### config.mk
export PLATFORM = sky130hd
export DESIGN_NAME = ltc2311_sample_averager
export DESIGN_NICKNAME = d
export VERILOG_FILES = /design/src/rtl/ltc2311_pkg.sv /design/src/rtl/ltc2311_sample_averager_round_sat.sv /design/src/rtl/ltc2311_sample_averager.sv
export SDC_FILE = /design/constraint.sdc
export NUM_CORES = 1
export LEC_CHECK = 0
export ABC_AREA = 1
export CAP_MARGIN = 20
export CORE_ASPECT_RATIO = 0.5
export CORE_MARGIN = 2
export CORE_UTILIZATION = 25
export CTS_CLUSTER_DIAMETER = 200
export DETAILED_ROUTE_END_ITERATION = 8
export PLACE_DENSITY_LB_ADDON = 0.1
export SETUP_SLACK_MARGIN = 0.5
export SLEW_MARGIN = 20
export SYNTH_ARGS = -nofsm -noshare
export SYNTH_HDL_FRONTEND = slang
export SYNTH_SLANG_ARGS = --single-unit
### constraint.sdc
create_clock -name clk -period 3.9 [get_ports clk]
set_input_delay 0.39 -clock clk [delete_from_list [all_inputs] [get_ports clk]]
set_output_delay 0.39 -clock clk [all_outputs]
set_load 0.005 [all_outputs]
### src/rtl/ltc2311_pkg.sv
// Shared types and helpers for the LTC2311 sample averaging path.
package ltc2311_pkg;

  localparam int ADC_DATA_WIDTH     = 16;
  localparam int MAX_LOG2_N_DEFAULT = 8;

  typedef enum logic [1:0] {
    S_IDLE,
    S_READ,
    S_ACC,
    S_OUT
  } avg_state_t;

  // Clamp a signed value into the two's-complement range of 'width' bits.
  function automatic logic signed [63:0] sat_signed(input logic signed [63:0] value,
                                                    input int                 width);
    logic signed [63:0] max_v;
    logic signed [63:0] min_v;
    max_v = (64'sd1 <<< (width - 1)) - 64'sd1;
    min_v = -(64'sd1 <<< (width - 1));
    if (value > max_v) begin
      return max_v;
    end else if (value < min_v) begin
      return min_v;
    end else begin
      return value;
    end
  endfunction

endpackage

### src/rtl/ltc2311_sample_averager_round_sat.sv
// Divides a block sum by 2^k with round-half-up, then saturates to the sample width.
module avg_round_sat
  import ltc2311_pkg::*;
#(
  parameter int DATA_WIDTH = ADC_DATA_WIDTH,
  parameter int MAX_LOG2_N = MAX_LOG2_N_DEFAULT,
  parameter int K_W        = 4
) (
  input  logic signed [DATA_WIDTH+MAX_LOG2_N-1:0] i_sum,
  input  logic        [K_W-1:0]                   i_k,
  output logic        [DATA_WIDTH-1:0]            o_avg_data
);

  localparam int ACC_W = DATA_WIDTH + MAX_LOG2_N;
  localparam int EXT_W = ACC_W + 1;

  logic signed [EXT_W-1:0] w_sum_ext;
  logic signed [EXT_W-1:0] w_bias;
  logic signed [EXT_W-1:0] w_rounded;
  logic signed [EXT_W-1:0] w_shifted;

  assign w_sum_ext = {i_sum[ACC_W-1], i_sum};

  // Half an LSB of the shifted result; zero for k=0 so the passthrough stays exact.
  assign w_bias = (i_k == '0) ? '0
                : ({{(EXT_W-1){1'b0}}, 1'b1} << (i_k - K_W'(1)));

  assign w_rounded  = w_sum_ext + w_bias;
  assign w_shifted  = w_rounded >>> i_k;
  assign o_avg_data = DATA_WIDTH'(sat_signed(64'(w_shifted), DATA_WIDTH));

endmodule

### src/rtl/ltc2311_sample_averager.sv
// Drains the LTC2311 sample FIFO, averages blocks of 2^k signed samples and
// hands each rounded result downstream over a valid/ready handshake.
module ltc2311_sample_averager
  import ltc2311_pkg::*;
#(
  parameter int DATA_WIDTH = ADC_DATA_WIDTH,
  parameter int MAX_LOG2_N = MAX_LOG2_N_DEFAULT,
  parameter int K_W        = 4
) (
  input  logic                  clk,
  input  logic                  reset,
  input  logic                  enable,
  input  logic [K_W-1:0]        avg_log2,
  input  logic                  fifo_empty,
  input  logic [DATA_WIDTH-1:0] fifo_data,
  output logic                  fifo_read_enable,
  output logic [DATA_WIDTH-1:0] avg_data,
  output logic                  avg_valid,
  input  logic                  avg_ready,
  output logic                  busy,
  output logic [15:0]           result_count
);

  localparam int              ACC_W = DATA_WIDTH + MAX_LOG2_N;
  localparam int              CNT_W = MAX_LOG2_N + 1;
  localparam logic [K_W-1:0]  K_MAX = K_W'(MAX_LOG2_N);

  avg_state_t               r_state;
  avg_state_t               w_state_next;
  logic signed [ACC_W-1:0]  r_acc;
  logic signed [ACC_W-1:0]  w_acc_next;
  logic signed [ACC_W-1:0]  w_sample_ext;
  logic signed [ACC_W-1:0]  w_sum;
  logic [CNT_W-1:0]         r_count;
  logic [CNT_W-1:0]         w_count_next;
  logic [CNT_W-1:0]         w_target;
  logic [K_W-1:0]           r_k_latched;
  logic [K_W-1:0]           w_k_next;
  logic [K_W-1:0]           w_k_eff;
  logic                     r_avg_valid;
  logic                     w_avg_valid_next;
  logic [DATA_WIDTH-1:0]    r_avg_data;
  logic [DATA_WIDTH-1:0]    w_avg_data_next;
  logic [DATA_WIDTH-1:0]    w_avg_rounded;
  logic [15:0]              r_result_count;
  logic [15:0]              w_result_count_next;

  assign w_k_eff      = (avg_log2 > K_MAX) ? K_MAX : avg_log2;
  assign w_sample_ext = {{MAX_LOG2_N{fifo_data[DATA_WIDTH-1]}}, fifo_data};
  assign w_sum        = r_acc + w_sample_ext;
  // Index of the last sample in the block; one count bit of headroom keeps k=MAX exact.
  assign w_target     = (CNT_W'(1) << r_k_latched) - CNT_W'(1);

  avg_round_sat #(
    .DATA_WIDTH (DATA_WIDTH),
    .MAX_LOG2_N (MAX_LOG2_N),
    .K_W        (K_W)
  ) u_round_sat (
    .i_sum      (w_sum),
    .i_k        (r_k_latched),
    .o_avg_data (w_avg_rounded)
  );

  always_comb begin
    w_state_next        = r_state;
    w_acc_next          = r_acc;
    w_count_next        = r_count;
    w_k_next            = r_k_latched;
    w_avg_valid_next    = r_avg_valid;
    w_avg_data_next     = r_avg_data;
    w_result_count_next = r_result_count;

    case (r_state)
      S_IDLE: begin
        if (enable && !fifo_empty) begin
          w_state_next = S_READ;
          if (r_count == '0) begin
            w_k_next = w_k_eff;
          end
        end else if (!enable && (r_count != '0)) begin
          w_acc_next   = '0;
          w_count_next = '0;
        end
      end

      S_READ: begin
        w_state_next = S_ACC;
      end

      S_ACC: begin
        if (r_count == w_target) begin
          w_avg_data_next  = w_avg_rounded;
          w_avg_valid_next = 1'b1;
          w_acc_next       = '0;
          w_count_next     = '0;
          w_state_next     = S_OUT;
        end else begin
          w_acc_next   = w_sum;
          w_count_next = r_count + CNT_W'(1);
          w_state_next = (enable && !fifo_empty) ? S_READ : S_IDLE;
        end
      end

      S_OUT: begin
        if (r_avg_valid && avg_ready) begin
          w_avg_valid_next    = 1'b0;
          w_result_count_next = r_result_count + 16'd1;
          w_state_next        = S_IDLE;
        end
      end

      default: begin
        w_state_next = S_IDLE;
      end
    endcase
  end

  always_ff @(posedge clk) begin
    if (reset) begin
      r_state        <= S_IDLE;
      r_acc          <= '0;
      r_count        <= '0;
      r_k_latched    <= '0;
      r_avg_valid    <= 1'b0;
      r_avg_data     <= '0;
      r_result_count <= '0;
    end else begin
      r_state        <= w_state_next;
      r_acc          <= w_acc_next;
      r_count        <= w_count_next;
      r_k_latched    <= w_k_next;
      r_avg_valid    <= w_avg_valid_next;
      r_avg_data     <= w_avg_data_next;
      r_result_count <= w_result_count_next;
    end
  end

  assign fifo_read_enable = (r_state == S_READ);
  assign avg_valid        = r_avg_valid;
  assign avg_data         = r_avg_data;
  assign result_count     = r_result_count;
  assign busy             = (r_state != S_IDLE) || (r_count != '0);

endmodule
-- Yosys cells after proc, flatten, opt, wreduce, memory -nomap -nowiden
Index checks and enable logic that the tools add are counted.
- register bits: 72
- input port bits: 25
- output and inout bits: 35
- word-level logic and storage cells: 67
- add/subtract/negate cells: 6
- $lt $le $gt $ge: 3
- equal/unequal tests: 9
- shift-type cells: 3
- muxes and demuxes: 20
- reduce and logical (&&, ||, !) cells: 19
- operator list (kind ; count):
    24-bit two-way mux ; 3
    24-bit one-hot mux with 2 select lines ; 1
    16-bit two-way mux ; 2
    9-bit two-way mux ; 3
    24-bit by 25-bit adder with 25-bit output ; 1
    25-bit by 16-bit > comparator with 1-bit output, second input constant ; 1
    25-bit by 16-bit less-than comparator with 1-bit output, second input constant ; 1
    25-bit two-way mux ; 1
    1-bit by 4-bit << shifter with 25-bit output, first input constant ; 1
    25-bit by 4-bit >>> shifter with 25-bit output ; 1
    24-bit by 16-bit adder with 24-bit output ; 1
    9-bit one-hot mux with 2 select lines ; 1
    16-bit by 1-bit adder with 16-bit output, second input constant ; 1
    2-bit != test, second input constant ; 5
    9-bit by 1-bit adder with 9-bit output, second input constant ; 1
    9-bit == test ; 1
    9-bit zero test ; 1
    3-bit AND reduction ; 3
    9-bit nonzero test ; 1
    1-bit by 4-bit << shifter with 9-bit output, first input constant ; 1
    9-bit by 2-bit subtractor with 9-bit output, second input constant ; 1
    2-bit one-hot mux with 4 select lines ; 1
    2-bit two-way mux ; 3
    2-bit AND reduction ; 3
    13 further kinds ; 21

-- Longest topological paths before layout
- word-level depth: 8
- depth in mapped cells: 33
- depth with buffers taken out: 32

-- Modules after synthesis
Synthesis repeated with hierarchy kept, for this count alone.
- cell total of the unflattened synthesis: 1399
- area total of the unflattened synthesis: 7826.3 um^2
- by module, submodules not included (module ; times used ; cells an instance ; area each (um^2) ; seq. area each (um^2)):
    ltc2311_sample_averager ; 1 ; 827 ; 5003.5 ; 1441.4
    avg_round_sat ; 1 ; 572 ; 2822.7 ; 0.0

-- Worst setup path before layout
No wires, ideal clock.
- path type: input -> register
- start: in fifo_data[0]
- end: reg r_avg_data[10], in the netlist avg_data[10]
- setup time: 122 ps
- data arrival time: 3935 ps
- data required time: 3778 ps
- setup slack: -157 ps
- stages on the path: 28
- path buffers: 1
- cell sequence: ha_1 -> fa_1 -> nand3_1 -> nand3_1 -> nand2_1 -> nand2_1 -> a31oi_1 -> xnor2_1 -> ha_1 -> nand2_1 -> nor4_1 -> nand2_1 -> nand2_1 -> nand3_2 -> a21oi_2 -> nand2_1 -> nand2_1 -> nand2_1 -> nand3_1 -> nand2_1 -> nand2_1 -> and2_4 -> nand2_2 -> nor2_2 -> nand3_2 -> a21oi_4 -> buf_6 -> a21oi_2
- cells in the longest elaborated chain, start to end: 6
- elaborated cells on any way between the ends: 7
- classes of those cells: add/sub (2); order compare (2); shift (1); mux (2)
- ends and longest elaborated chain (element ; RTL line ; source):
    start: declaration ; ltc2311_sample_averager.sv:15 ; input logic [DATA_WIDTH-1:0] fifo_data,
    24-bit by 16-bit adder with 24-bit output * ; ltc2311_sample_averager.sv:50 ; assign w_sum = r_acc + w_sample_ext;
    24-bit by 25-bit adder with 25-bit output * ; ltc2311_sample_averager_round_sat.sv:28 ; assign w_rounded = w_sum_ext + w_bias;
    25-bit by 4-bit >>> shifter with 25-bit output * ; ltc2311_sample_averager_round_sat.sv:29 ; assign w_shifted = w_rounded >>> i_k;
    25-bit by 16-bit less-than comparator with 1-bit output ; ltc2311_pkg.sv:23 ; end else if (value < min_v) begin
    16-bit two-way mux ; ltc2311_pkg.sv:23 ;
    16-bit two-way mux * ; ltc2311_pkg.sv:21 ; if (value > max_v) begin
    end signal: assignment ; ltc2311_sample_averager.sv:133 ; r_avg_data <= w_avg_data_next;
    end: declaration ; ltc2311_sample_averager.sv:42 ; logic [DATA_WIDTH-1:0] r_avg_data;
Mark *: on every way between the ends. The rest lies on a longest branch, timed or not.
A chain may end at the register's enable or synchronous reset.

-- Final worst setup path
- start: reg r_acc[0]
- end: reg r_avg_data[2], in the netlist avg_data[2]
- cells in the longest elaborated chain, start to end: 6
- elaborated cells on any way between the ends: 7
- classes of those cells: add/sub (2); order compare (2); shift (1); mux (2)
- ends and longest elaborated chain (element ; RTL line ; source):
    start: declaration ; ltc2311_sample_averager.sv:30 ; logic signed [ACC_W-1:0] r_acc;
    start signal: assignment ; ltc2311_sample_averager.sv:129 ; r_acc <= w_acc_next;
    24-bit by 16-bit adder with 24-bit output * ; ltc2311_sample_averager.sv:50 ;
    24-bit by 25-bit adder with 25-bit output * ; ltc2311_sample_averager_round_sat.sv:28 ;
    25-bit by 4-bit >>> shifter with 25-bit output * ; ltc2311_sample_averager_round_sat.sv:29 ;
    25-bit by 16-bit less-than comparator with 1-bit output ; ltc2311_pkg.sv:23 ;
    16-bit two-way mux ; ltc2311_pkg.sv:23 ;
    16-bit two-way mux * ; ltc2311_pkg.sv:21 ;
Marked as above.

==> reports/qor.yml <==
status: "complete, but fails checks"
violations: "setup timing"
grt_max_degree: 46
regToRegEndpoint: "avg_data[2]"
core_mm2: 0.0279
crit_family: "simple AND/OR/NAND/NOR gates"
root_buffer: "clkbuf_16"
setup_ws_ns: -0.176
design_area_mm2: 0.0107
hold_buffers: 0
critPathArrivalTime_ns: 4.33
cts_sinks: 72
synth_cell_type_count: 48
routedWlPerCell_um: 13.8
gp_congestion: 0.861
rr_worst_depth: 31
reg2reg_slack_ns: -0.18
post-route-period-util_pct: 105
power_density_mw_per_mm2: 260
fillers: 3040
antenna_found_initial: 0
seqCellArea_mm2: 0.00145
hp-class: "flip-flop to flip-flop"
critPathMaxFanout: 8
rows: 43
critPathBufInv: 4
holdPathStages: 1
grt_usage_pct: 16.9
drive_gt1_share_pct: 29.2
maxClockFrequency_mhz: 245
tightest_slew_ns: 0.761
relSlewSlack_pct: 49.2
worst_hold_slack_ns: 0.457
crit_path_start_kind: "flip-flop"
vias: 8190
rsz0062_at_grt: "yes"
critPathSlowestCell: "fa_2"
multi_input_area_mm2: 0.00577
io_pins: 60
clk_latency_ns: 0.38
holdPathEnd: "result_count[15]"
overflow: 0
hold_start: "result_count[15]"
period_needed_ns: 4.08
maxCapViolCount: 0
ys_warn_count: 0
p_leak_nw: 4.89
syn_area_mm2: 0.00713
cts.clk_slew.worst_paths_ns: 0.08
finalNetCount: 1493
syn_to_final_growth_pct: 49.8
drt-initial-drc-count: 461
worstSetupPathType: "flip-flop to flip-flop"
setup_viol: 15
port_buffers: 59
vdd_drop_max_v: 0.000229
placed_area_mm2: 0.00939
start_util_pct: 25.6
avgSynthCellArea_um2: 6.00
dieArea_mm2: 0.0300
dp_hpwl_um: 19500
first_pass_iters: 5
drt-total-wl_um: 25000
cts_tree: "built"
avgViaCountPerCell: 4.52
grt_pass1_wl_um: 40200
rr_startpoint: "r_acc[0]"
die_x_um: 243
wl_met1_um: 13000
route.detailed.drc: 0
syn_nets: 1258
die_h_um: 123
yosys_register_bits: 72
total_power_mw: 2.78
fin_skew_ns: 0.0207
antenna_cells: 0
slew_viol_final: 0
cts_buffers: 9
wl_met2_um: 10700
highest_layer: "met4"
cp-end-kind: "flip-flop"
synth_cells: 1188
wl_met3_um: 894
cp.required_ns: 4.15
grt_pass1_vias: 7949
ant_nets: 0
seq_area_frac_synth_pct: 20.2
critPathMaxStageDelay_ns: 0.36
hold_viol: 0
htree_num_levels: 3
clock_path_buffers: 2
## Yosys cell counts, drive strengths merged
master   instances  area [um2]
a2111oi          1        15.0
a211oi           2        15.0
a21o             1        7.51
a21oi          105         578
a221oi           2        17.5
a31o             2        17.5
a31oi            8        50.1
and2             1        8.76
buf             13        72.6
clkbuf          23        86.3
conb             1        3.75
dfxtp           72        1440
fa               2        40.0
ha              43         538
inv            149         562
mux2i            2        20.0
nand2          384        1500
nand3          116         651
nand3b           1        7.51
nand4           14        87.6
nor2            98         430
nor3            15        75.1
nor3b            1        7.51
nor4             5        31.3
o211ai           3        22.5
o21a             2        15.0
o21ai           58         290
o21bai           6        45.0
o221ai           4        35.0
o22ai            2        12.5
o31ai            1        7.51
or2              8        52.6
xnor2           19         166
xor2            24         218
## flip-flops by register name (all words and copies together) (netlist names)
| signal | flops |
|---|---|
| avg_valid | 1 |
| r_k_latched | 4 |
| avg_data | 16 |
| r_state | 2 |
| result_count | 16 |
| r_acc | 24 |
| r_count | 9 |
## power breakdown
| group | total (mW) | switching, mW | leakage (nW) | internal [mW] |
|---|---|---|---|---|
| logic | 1.10 | 0.610 | 4.15 | 0.490 |
| clock network | 0.917 | 0.412 | 0.151 | 0.505 |
| registers | 0.764 | 0.0141 | 0.583 | 0.750 |
| total | 2.78 | 1.04 | 4.89 | 1.74 |
## stage by stage
step / cells / worst slack (ns) / TNS (ns) / utilization, %
finish: 1810 / -0.176 / -2.50 / 38.3
global route: 1810 / -0.400 / -5.82 / 38.3
CTS: 1805 / -0.136 / -1.92 / 37.6
detailed placement: 1768 / -1.02 / -15.26 / 33.7
global placement: 1768 / -0.975 / -14.70 / 33.7
floorplan: 1188 / -0.0813 / -0.813 / -
## what timing repair did
action | 4_1_cts | 5_1_grt
gates resized for setup | 120 | 33
setup buffers | 19 | 5
setup endpoints to repair | 31 | 29
pin swaps | 56 | 17
cloned | 2 | 0
## how the worst max path moves through the flow
stage,depth (start not counted),to,start,slack [ns]
5_1_grt,31,avg_data[4],r_acc[0],-0.40
4_1_cts,30,avg_data[2],fifo_data[11],-0.14
2_1_floorplan,30,avg_data[10],fifo_data[0],-0.08
3_3_place_gp,28,avg_data[1],fifo_data[0],-0.98
6_report,31,avg_data[2],r_acc[0],-0.18
3_5_place_dp,28,avg_data[2],fifo_data[0],-1.02
## cell usage in the layout (no fill, tap or decap), types with 3 or more instances in the layout
| cell | instances |
|---|---|
| a21oi_1 | 76 |
| a21oi_2 | 24 |
| a21oi_4 | 5 |
| a31oi_1 | 7 |
| buf_4 | 195 |
| clkbuf_16 | 9 |
| clkdlybuf4s50_1 | 44 |
| dfxtp_1 | 69 |
| dfxtp_2 | 3 |
| dlygate4sd2_1 | 12 |
| ha_1 | 23 |
| ha_4 | 20 |
| inv_1 | 133 |
| inv_2 | 15 |
| inv_6 | 3 |
| nand2_1 | 342 |
| nand2_2 | 34 |
| nand2_4 | 8 |
| nand3_1 | 81 |
| nand3_2 | 32 |
| nand3_4 | 3 |
| nand4_1 | 14 |
| nor2_1 | 78 |
| nor2_2 | 11 |
| nor2_4 | 9 |
| nor3_1 | 14 |
| nor4_1 | 4 |
| o211ai_1 | 3 |
| o21ai_0 | 53 |
| o21ai_1 | 4 |
| o21bai_1 | 4 |
| o221ai_1 | 4 |
| or2_2 | 7 |
| xnor2_1 | 12 |
| xnor2_2 | 5 |
| xor2_1 | 16 |
| xor2_2 | 7 |
## layer usage
metal	global-route usage [%]	vias up
met3	3.21	25
met2	27.4	92
li1	-	4321
met5	0	-
met1	23.2	3752
met4	4.03	0
## final cells by class
type,instances,area share [%]
Multi-Input combinational cell,932,54.0
Tap cell,382,4.47
Timing Repair Buffer,259,19.9
Clock buffer,9,2.11
Inverter,149,5.26
Clock inverter,7,0.738
Sequential cell,72,13.5
## worst reg2reg max path, delay by kind of cell, from the launching register on
family / cells / cell delay, ns
buffers and inverters: 4 / 0.35
adders and majority gates: 3 / 0.83
and+or+nand+nor: 20 / 1.88
xor gates and xnor gates: 1 / 0.13
AOI/OAI and AO/OA: 3 / 0.42
DFF: 1 / 0.34
## logic make-up (layout without fill, tap and decap cells)
kind of cell,count (synthesis),count (layout),synth area share [%]
simple gates,643,644,40.0
other cells,1,1,0.0526
mux,2,2,0.281
buf+inv,185,424,10.1
compound gates,197,197,15.8
xor+xnor,43,43,5.39
fa+ha+maj,45,45,8.11
flops,72,72,20.2
Power figures use the tool's default switching activity.
